===== config.mk =====
export PLATFORM = sky130hd
export DESIGN_NAME = multicycle_control_unit
export DESIGN_NICKNAME = d
export VERILOG_FILES = /design/src/rtl/multicycle_control_unit.sv
export SDC_FILE = /design/constraint.sdc
export NUM_CORES = 1
export LEC_CHECK = 0
export ABC_AREA = 0
export ABC_CLOCK_PERIOD_IN_PS = 6100
export BUFFER_PORTS_ARGS = -buffer_cell sky130_fd_sc_hd__clkbuf_2
export CAP_MARGIN = 20
export CORE_MARGIN = 4
export CORE_UTILIZATION = 25
export CTS_CLUSTER_SIZE = 30
export DETAILED_ROUTE_END_ITERATION = 8
export SLEW_MARGIN = 20
export SYNTH_ARGS = -nofsm -noshare
export SYNTH_HDL_FRONTEND = slang
export SYNTH_SLANG_ARGS = --single-unit

===== constraint.sdc =====
create_clock -name clk -period 6.1 [get_ports clk]
set_input_delay 0.305 -clock clk [delete_from_list [all_inputs] [get_ports clk]]
set_output_delay 0.305 -clock clk [all_outputs]
set_load 0.01 [all_outputs]

===== src/rtl/multicycle_control_unit.sv =====
// Multi-cycle RV32I/RV64I control FSM: FETCH/DECODE/EXEC/MEM/WB sequencing,
// IR latch, immediate generation and retired-instruction counter.
module multicycle_control_unit #(
    parameter int XLEN    = 32,
    parameter int ALUOP_W = 7,
    parameter int CNT_W   = 32
) (
    input  logic               clk,
    input  logic               rst_n,
    input  logic [31:0]        instr,
    output logic               imem_req,
    input  logic               imem_ready,
    output logic               dmem_req,
    input  logic               dmem_ready,
    output logic [ALUOP_W-1:0] ALUOp,
    output logic               RegWrite,
    output logic               ALUSrc,
    output logic               MemRead,
    output logic               MemWrite,
    output logic               MemToReg,
    output logic               Branch,
    output logic               Jump,
    output logic               auipc,
    output logic [XLEN-1:0]    imm,
    output logic               ir_write,
    output logic               pc_write,
    output logic               illegal,
    output logic [2:0]         state,
    output logic [CNT_W-1:0]   retired
);

    typedef enum logic [2:0] {
        FETCH  = 3'd0,
        DECODE = 3'd1,
        EXEC   = 3'd2,
        MEM    = 3'd3,
        WB     = 3'd4
    } state_e;

    state_e             state_q, state_d;
    logic [31:0]        ir_q, ir_d;
    logic [CNT_W-1:0]   retired_q, retired_d;

    logic [6:0] opc;
    logic       is_r, is_ia, is_ld, is_st, is_br;
    logic       is_lui, is_aui, is_jal, is_jalr;
    logic       is_ldst, is_jmp, legal;
    logic [2:0] cls;
    logic [2:0] f3;
    logic       b5;
    logic [6:0] aluop_c;
    logic       alusrc_c;
    logic       alu_en;
    logic       imem_req_c;
    logic       ir_wr_c;
    logic signed [31:0] imm32;

    assign opc     = ir_q[6:0];
    assign is_r    = (opc == 7'b0110011);
    assign is_ia   = (opc == 7'b0010011);
    assign is_ld   = (opc == 7'b0000011);
    assign is_st   = (opc == 7'b0100011);
    assign is_br   = (opc == 7'b1100011);
    assign is_lui  = (opc == 7'b0110111);
    assign is_aui  = (opc == 7'b0010111);
    assign is_jal  = (opc == 7'b1101111);
    assign is_jalr = (opc == 7'b1100111);
    assign is_ldst = is_ld | is_st;
    assign is_jmp  = is_jal | is_jalr;
    assign legal   = is_r | is_ia | is_ldst | is_br
                   | is_lui | is_aui | is_jmp;

    always_comb begin
        cls = 3'b000;
        unique case (1'b1)
            is_ia:   cls = 3'b001;
            is_ldst: cls = 3'b010;
            is_br:   cls = 3'b011;
            is_lui:  cls = 3'b100;
            is_aui:  cls = 3'b101;
            is_jmp:  cls = 3'b110;
            default: cls = 3'b000;
        endcase
    end

    // Shift immediates (funct3=101) carry the SRA/SRL select in IR[30].
    assign f3 = (is_r | is_ia | is_br) ? ir_q[14:12] : 3'b000;
    assign b5 = (is_r | (is_ia & (ir_q[14:12] == 3'b101))) & ir_q[30];
    assign aluop_c  = {b5, f3, cls};
    assign alusrc_c = is_ia | is_ldst | is_lui | is_aui | is_jalr;

    always_comb begin
        imm32 = '0;
        unique case (1'b1)
            (is_ia | is_ld | is_jalr):
                imm32 = {{20{ir_q[31]}}, ir_q[31:20]};
            is_st:
                imm32 = {{20{ir_q[31]}}, ir_q[31:25], ir_q[11:7]};
            is_br:
                imm32 = {{19{ir_q[31]}}, ir_q[31], ir_q[7],
                         ir_q[30:25], ir_q[11:8], 1'b0};
            (is_lui | is_aui):
                imm32 = {ir_q[31:12], 12'b0};
            is_jal:
                imm32 = {{11{ir_q[31]}}, ir_q[31], ir_q[19:12],
                         ir_q[20], ir_q[30:21], 1'b0};
            default:
                imm32 = '0;
        endcase
    end

    assign imm = XLEN'(imm32);

    always_comb begin
        state_d    = state_q;
        ir_d       = ir_q;
        retired_d  = retired_q;
        imem_req_c = 1'b0;
        ir_wr_c    = 1'b0;
        dmem_req   = 1'b0;
        RegWrite   = 1'b0;
        MemRead    = 1'b0;
        MemWrite   = 1'b0;
        MemToReg   = 1'b0;
        Branch     = 1'b0;
        Jump       = 1'b0;
        pc_write   = 1'b0;
        illegal    = 1'b0;
        alu_en     = 1'b0;
        unique case (state_q)
            FETCH: begin
                imem_req_c = 1'b1;
                if (imem_ready) begin
                    ir_wr_c = 1'b1;
                    ir_d    = instr;
                    state_d = DECODE;
                end
            end
            DECODE: begin
                if (legal) begin
                    state_d = EXEC;
                end else begin
                    illegal  = 1'b1;
                    pc_write = 1'b1;
                    state_d  = FETCH;
                end
            end
            EXEC: begin
                alu_en = 1'b1;
                Jump   = is_jmp;
                if (is_ldst) begin
                    state_d = MEM;
                end else if (is_br) begin
                    Branch    = 1'b1;
                    pc_write  = 1'b1;
                    retired_d = retired_q + CNT_W'(1);
                    state_d   = FETCH;
                end else begin
                    state_d = WB;
                end
            end
            MEM: begin
                alu_en   = 1'b1;
                dmem_req = 1'b1;
                MemRead  = is_ld;
                MemWrite = is_st;
                pc_write = is_st;
                if (dmem_ready) begin
                    if (is_ld) begin
                        state_d = WB;
                    end else begin
                        retired_d = retired_q + CNT_W'(1);
                        state_d   = FETCH;
                    end
                end
            end
            WB: begin
                alu_en    = 1'b1;
                RegWrite  = 1'b1;
                MemToReg  = is_ld;
                Jump      = is_jmp;
                pc_write  = 1'b1;
                retired_d = retired_q + CNT_W'(1);
                state_d   = FETCH;
            end
            default: state_d = FETCH;
        endcase
    end

    // Fetch strobes stay quiet while reset is held.
    assign imem_req = imem_req_c & rst_n;
    assign ir_write = ir_wr_c & rst_n;
    assign ALUOp    = alu_en ? ALUOP_W'(aluop_c) : '0;
    assign ALUSrc   = alu_en & alusrc_c;
    assign auipc    = alu_en & is_aui;
    assign state    = state_q;
    assign retired  = retired_q;

    always_ff @(posedge clk or negedge rst_n) begin
        if (!rst_n) begin
            state_q   <= FETCH;
            ir_q      <= '0;
            retired_q <= '0;
        end else begin
            state_q   <= state_d;
            ir_q      <= ir_d;
            retired_q <= retired_d;
        end
    end

endmodule


# After elaboration in Yosys (flattened, before gate mapping)

Index checks and enable logic that the tools add are counted.
Widths: inputs -> output; s select.

Register bits after elaboration: 67
Latch bits: 0
RAM bits: 0
ROM bits: 0
Bits of input ports: 36
Logic and storage cells: 85
Memories kept: 0

Add/subtract/negate cells: 1
Multiply operators: 0
Divide/modulo/power cells: 0
Magnitude comparators: 0
Equal/unequal tests: 19
Shift-type cells: 0
Muxes and demuxes: 32
Bitwise operators: 23
Reductions and logical operators: 7

Operators by type and width:

| kind                  | number |
|---|---|
| $pmux 32 s5           | 1 |
| $mux 32               | 4 |
| $pmux 32 s3           | 1 |
| $add 32x1->32 const B | 1 |
| $eq 7x6->1 const B    | 3 |
| $eq 7x7->1 const B    | 3 |
| $mux 3                | 6 |
| $pmux 3 s6            | 1 |
| $or 1x1->1            | 17 |
| $mux 1                | 15 |
| $eq 7x5->1 const B    | 2 |
| $pmux 3 s4            | 1 |
| $ne 2x2->1 const B    | 5 |
| $eq 7x2->1 const B    | 1 |
| $mux 7                | 1 |
| $and 1x1->1           | 6 |
| $eq 3x2->1 const B    | 2 |
| $eq 3x3->1 const B    | 2 |
| $reduce_and 5->1      | 1 |
| $pmux 1 s4            | 1 |
| $reduce_and 2->1      | 2 |
| $eq 3x1->1 const B    | 1 |
| $logic_not 3->1       | 1 |
| $reduce_bool 3->1     | 1 |
| other kinds (3)       | 3 |

# Logic depth before layout (Yosys ltp)

Depth after elaboration: 9
Mapped depth: 8
Depth with buffers taken out: 5

# Worst setup path before layout

OpenSTA, ideal clock, no wires.

Path kind: reg-to-output
Start: reg state_q[1], in the netlist state[1]
End: out ALUOp[0]
Data arrival time: 1.781 ns
Required time: 5.795 ns
Slack: 4.014 ns
Stages on the path, launching flop included: 6
Buffers on the path: 2
Path through: dfrtp_1 buf_2 or3b_2 and2_1 clkbuf_1 nor4_1

Cells in the longest elaborated chain, start to end: 4

Ends and longest elaborated chain:

| element                                         | line | RTL |
|---|---|---|
| start, declared                                 | 40   | `state_e state_q, state_d;` |
| start signal, assigned                          | 205  | `state_q <= state_d;` |
| $eq 3x2->1 / $eq 3x3->1 (equally long branches) | 130  | `unique case (state_q)` |
| $reduce_or 3->1 (no line) (*)                   | -    |  |
| $mux 1 (*)                                      | 130  |  |
| $mux 7 (*)                                      | 193  | `assign ALUOp = alu_en ? ALUOP_W'(aluop_c) : '0;` |
| end, declared                                   | 15   | `output logic [ALUOP_W-1:0] ALUOp,` |

Every way passes the cells marked *; elsewhere a longest branch is shown, timed or not.

# Worst setup path in the final report

Start: reg ir_q[2]
End: out imm[25]

Cells in the longest elaborated chain, start to end: 4

Ends and longest elaborated chain:

| element                                         | line   | RTL |
|---|---|---|
| start, declared                                 | 41     | `logic [31:0] ir_q, ir_d;` |
| start signal, assigned                          | 206    | `ir_q <= ir_d;` |
| $eq 7x5->1 / $eq 7x2->1 (equally long branches) | 60, 61 |  |
| $or 1x1->1 (2 in a row)                         | 95     | `(is_ia \| is_ld \| is_jalr):` |
| $pmux 32 s5 (*)                                 | 94     | `unique case (1'b1)` |
| end, declared                                   | 24     | `output logic [XLEN-1:0] imm,` |

Marks and branches as above.

==> summary.txt <==
Critical path
  – CP max FO: 14
  – Crit-path leading delay family: simple AND/OR/NAND/NOR gates
  – CP endpoint kind: output port
  – CP Launch Type: flop
  – FF-to-FF path depth: 5
  – Worst path depth: 5
  – Data required time of the worst path: about 5.8 ns
  – Worst EP arrival: between 2 and 3 ns
  – CP peak stage delay: 0.66 ns
  – Slowest cell on crit path: o21ai_0
  – Chain of cells forming the critical path: nand4bb_4 > o21ai_0 > and2_1 > a21o_1 > clkbuf_2
  – Crit path buffers/inverters: 1
  – Worst setup path class: flop to output port

Detailed routing
  – Drt first pass iters: 4
  – Vias/cell: roughly 4.8
  – Drt drc: 0
  – Via count: 3159
  – Post-Route WL: 10.3 mm
  – DRT iter0 DRCs: 127
  – Routed Antenna Nets: 0
  – Drt wl/cell: 15.6 µm

CTS
  – Clock sink total: 67
  – Clk Latency, worst-skew pair: 0.33 ns
  – Worst-path clk slew: about 0.06 ns
  – CTS resizes: 0
  – H-tree levels: 3
  – Clk root buf: clkbuf_16
  – CTS Buf Count: 9
  – Post-CTS Setup Bufs: 0
  – Clk buf depth: 2
  – CTS tree: done
  – Hold buffers post-CTS: 0

Layout
  – Commonest non-fill, non-tap cell in the layout: clkbuf_2
  – Ant. Diodes: 0
  – Commonest cells after routing, fill and taps aside: clkbuf_2, dfrtp_1, mux2_2
  – Nets@finish: 508
  – Layout cells sized above 1: 37.4%
  – Layout area overhead: 30.8%

Logic synthesis
  – Syn_nets: 391
  – Post-Syn Area per Cell: 10.1 µm²
  – Cell variety after synth: 46
  – FF+latch count, synth: 67
  – Number of synthesis warnings: 0
  – Synthesized area: 3580 µm²
  – Synthesized instance count: 354
  – Part of the Yosys area used for sequential elements: between 40% and 50%

STA
  – RSZ-0062 raised after global routing: false
  – Fin crit period: around 3 ns
  – Worst relative slew slack: between 40% and 50%
  – Max-slew violations: 0
  – Hold Fails Final Rpt: 0
  – Worst Tran Pin Value: 0.753 ns
  – Fmax: 0.343 GHz
  – Fin Setup TNS: 0 ns
  – Skew final: 0.00635 ns
  – Period utilization: a little under half
  – Final setup violation count: 0

Die
  – Total core area: 13900 µm²
  – Die W: between 100 and 150 µm
  – FP Rows: 43
  – Die area: 16300 µm²
  – Die Y: ~130 µm
  – Io pins: roughly 120
  – Starting density of the core: between 20% and 30%

Power
  – Combinational power share: 32.1%
  – Power Dens Cells: 425 nW/µm²
  – Leakage power: 2.44 nW
  – Tot Pwr: 0.00199 W
  – Internal power: between 0.001 and 0.0015 W
  – Max VDD drop: 182 µV
  – Psw: 0.000702 W
  – Switching Fraction: 35.3%
  – Clk pwr share: 30.1%
  – Flop pwr share: 37.8%

Place
  – HPWL after detailed placement: 7.78 mm
  – Port Buf Inserts: 122
  – Placer Congestion: 0.860

Global routing
  – First-pass GRT wire length: roughly 17 mm
  – Grt total ovfl: 0
  – GR Util All Layers: about 13%
  – Vias in the first global route: 3222
  – Initial antenna violation count: 0
  – Largest net degree at the start of global routing: 43

Status
  – Outcome: complete, no violations

Job
  – Max-cap viol count: 0

Min path
  – Type of the tightest min-delay check: primary input to asynchronous set/reset pin
-- area by class of cell --
type                    count  area [µm²]
well taps                 180         225
multi-input cells         259        1780
clock inverters             7         116
flip-flops and latches     67        1680
fillers                  1440        9250
clock buffers               9         225
repair buffers            124         626
inverters                  10        37.5
-- stage by stage --
step	utilization [%]	cells	setup slack (ns)	area, µm²	hold WS, ns
2_1_floorplan	-	354	4.01	3580	0.00941
3_3_place_gp	31.1	640	3.59	4340	0.380
3_5_place_dp	31.1	640	3.42	4340	0.382
4_1_cts	33.6	656	3.21	4680	0.0245
5_1_grt	33.6	656	2.97	4680	0.0419
6_report	33.6	656	3.18	4680	0.0124
-- metal layers --
metal  part of all wire, %  vias to the layer above  GRT usage, %
li1                      -                     1482             -
met1                    43                     1560          16.1
met2                    50                       96          21.7
met3                   4.6                       21          2.96
met4                   2.5                        0          5.37
met5                     0                        -             0
-- cell usage after synthesis (all sizes together) --
cell type,instances,share of area [%]
xor2,21,5.1
and4,1,0.24
clkbuf,8,0.84
nand2,23,2.4
a211oi,1,0.21
o21a,1,0.21
or3b,2,0.49
nand3,15,2.1
ha,1,0.35
dfrtp,67,47
a31oi,1,0.17
nand4bb,1,0.77
buf,10,1.8
o31ai,1,0.21
a21o,20,4.2
o32a,1,0.28
a32oi,1,0.24
and3,8,1.5
and3b,1,0.24
o31a,1,0.24
o211ai,1,0.21
or2,1,0.17
nand3b,2,0.42
nor2,26,2.7
nand2b,3,0.52
nor3,25,3.5
nor3b,2,0.42
nor2b,7,1.2
or3,1,0.17
nand4,7,1.2
o22a,1,0.24
mux2,31,9.8
nand4b,1,0.24
a22o,4,0.98
o21ai,10,1.5
and2,13,2.3
inv,10,1.0
nor4,11,1.9
xnor2,10,2.4
or4,1,0.21
a21oi,2,0.28
-- flip-flops by register name (all words and copies together) (netlist names) --
signal / count
retired: 32
state: 3
ir_q: 32
-- power by group through the flow --
stage / Combinational (W) / Clock [W] / Sequential, W
after floorplan: 0.000511 / 0 / 0.000682
after detailed placement: 0.000639 / 0 / 0.000758
after global placement: 0.000631 / 0 / 0.000749
after CTS: 0.000642 / 0.000615 / 0.000751
final: 0.000638 / 0.000599 / 0.000752
after global routing: 0.000707 / 0.000635 / 0.000782
-- worst paths after layout --
kind,to,start,slack [ns]
max,imm[25],ir_q[2],3.18
min,retired[19],rst_n,0.01
max reg2reg,retired[29],ir_q[2],3.42
min reg2reg,retired[31],retired[31],0.48
max in group asynchronous,retired[5],rst_n,5.08
min in group clk,ir_q[7],instr[7],0.20
-- worst register-to-register path: cells and delay by family, from the launching register on --
family | cells | cell delay [ns]
AO/OA/AOI/OAI | 1 | 0.58
AND/OR/NAND/NOR | 3 | 1.35
XOR/XNOR | 1 | 0.17
flip-flops | 1 | 0.51
-- logic make-up (layout without fill, tap and decap cells) --
group | Yosys count | after routing | synth area share (%)
muxes | 31 | 31 | 9.75
buffers and inverters | 28 | 150 | 3.67
adders and majority gates | 1 | 1 | 0.349
and+or+nand+nor | 151 | 151 | 22.8
DFF | 67 | 67 | 46.8
xor gates and xnor gates | 31 | 31 | 7.58
AOI/OAI and AO/OA | 45 | 45 | 8.98
No activity file was read; power rests on OpenSTA's default activity.
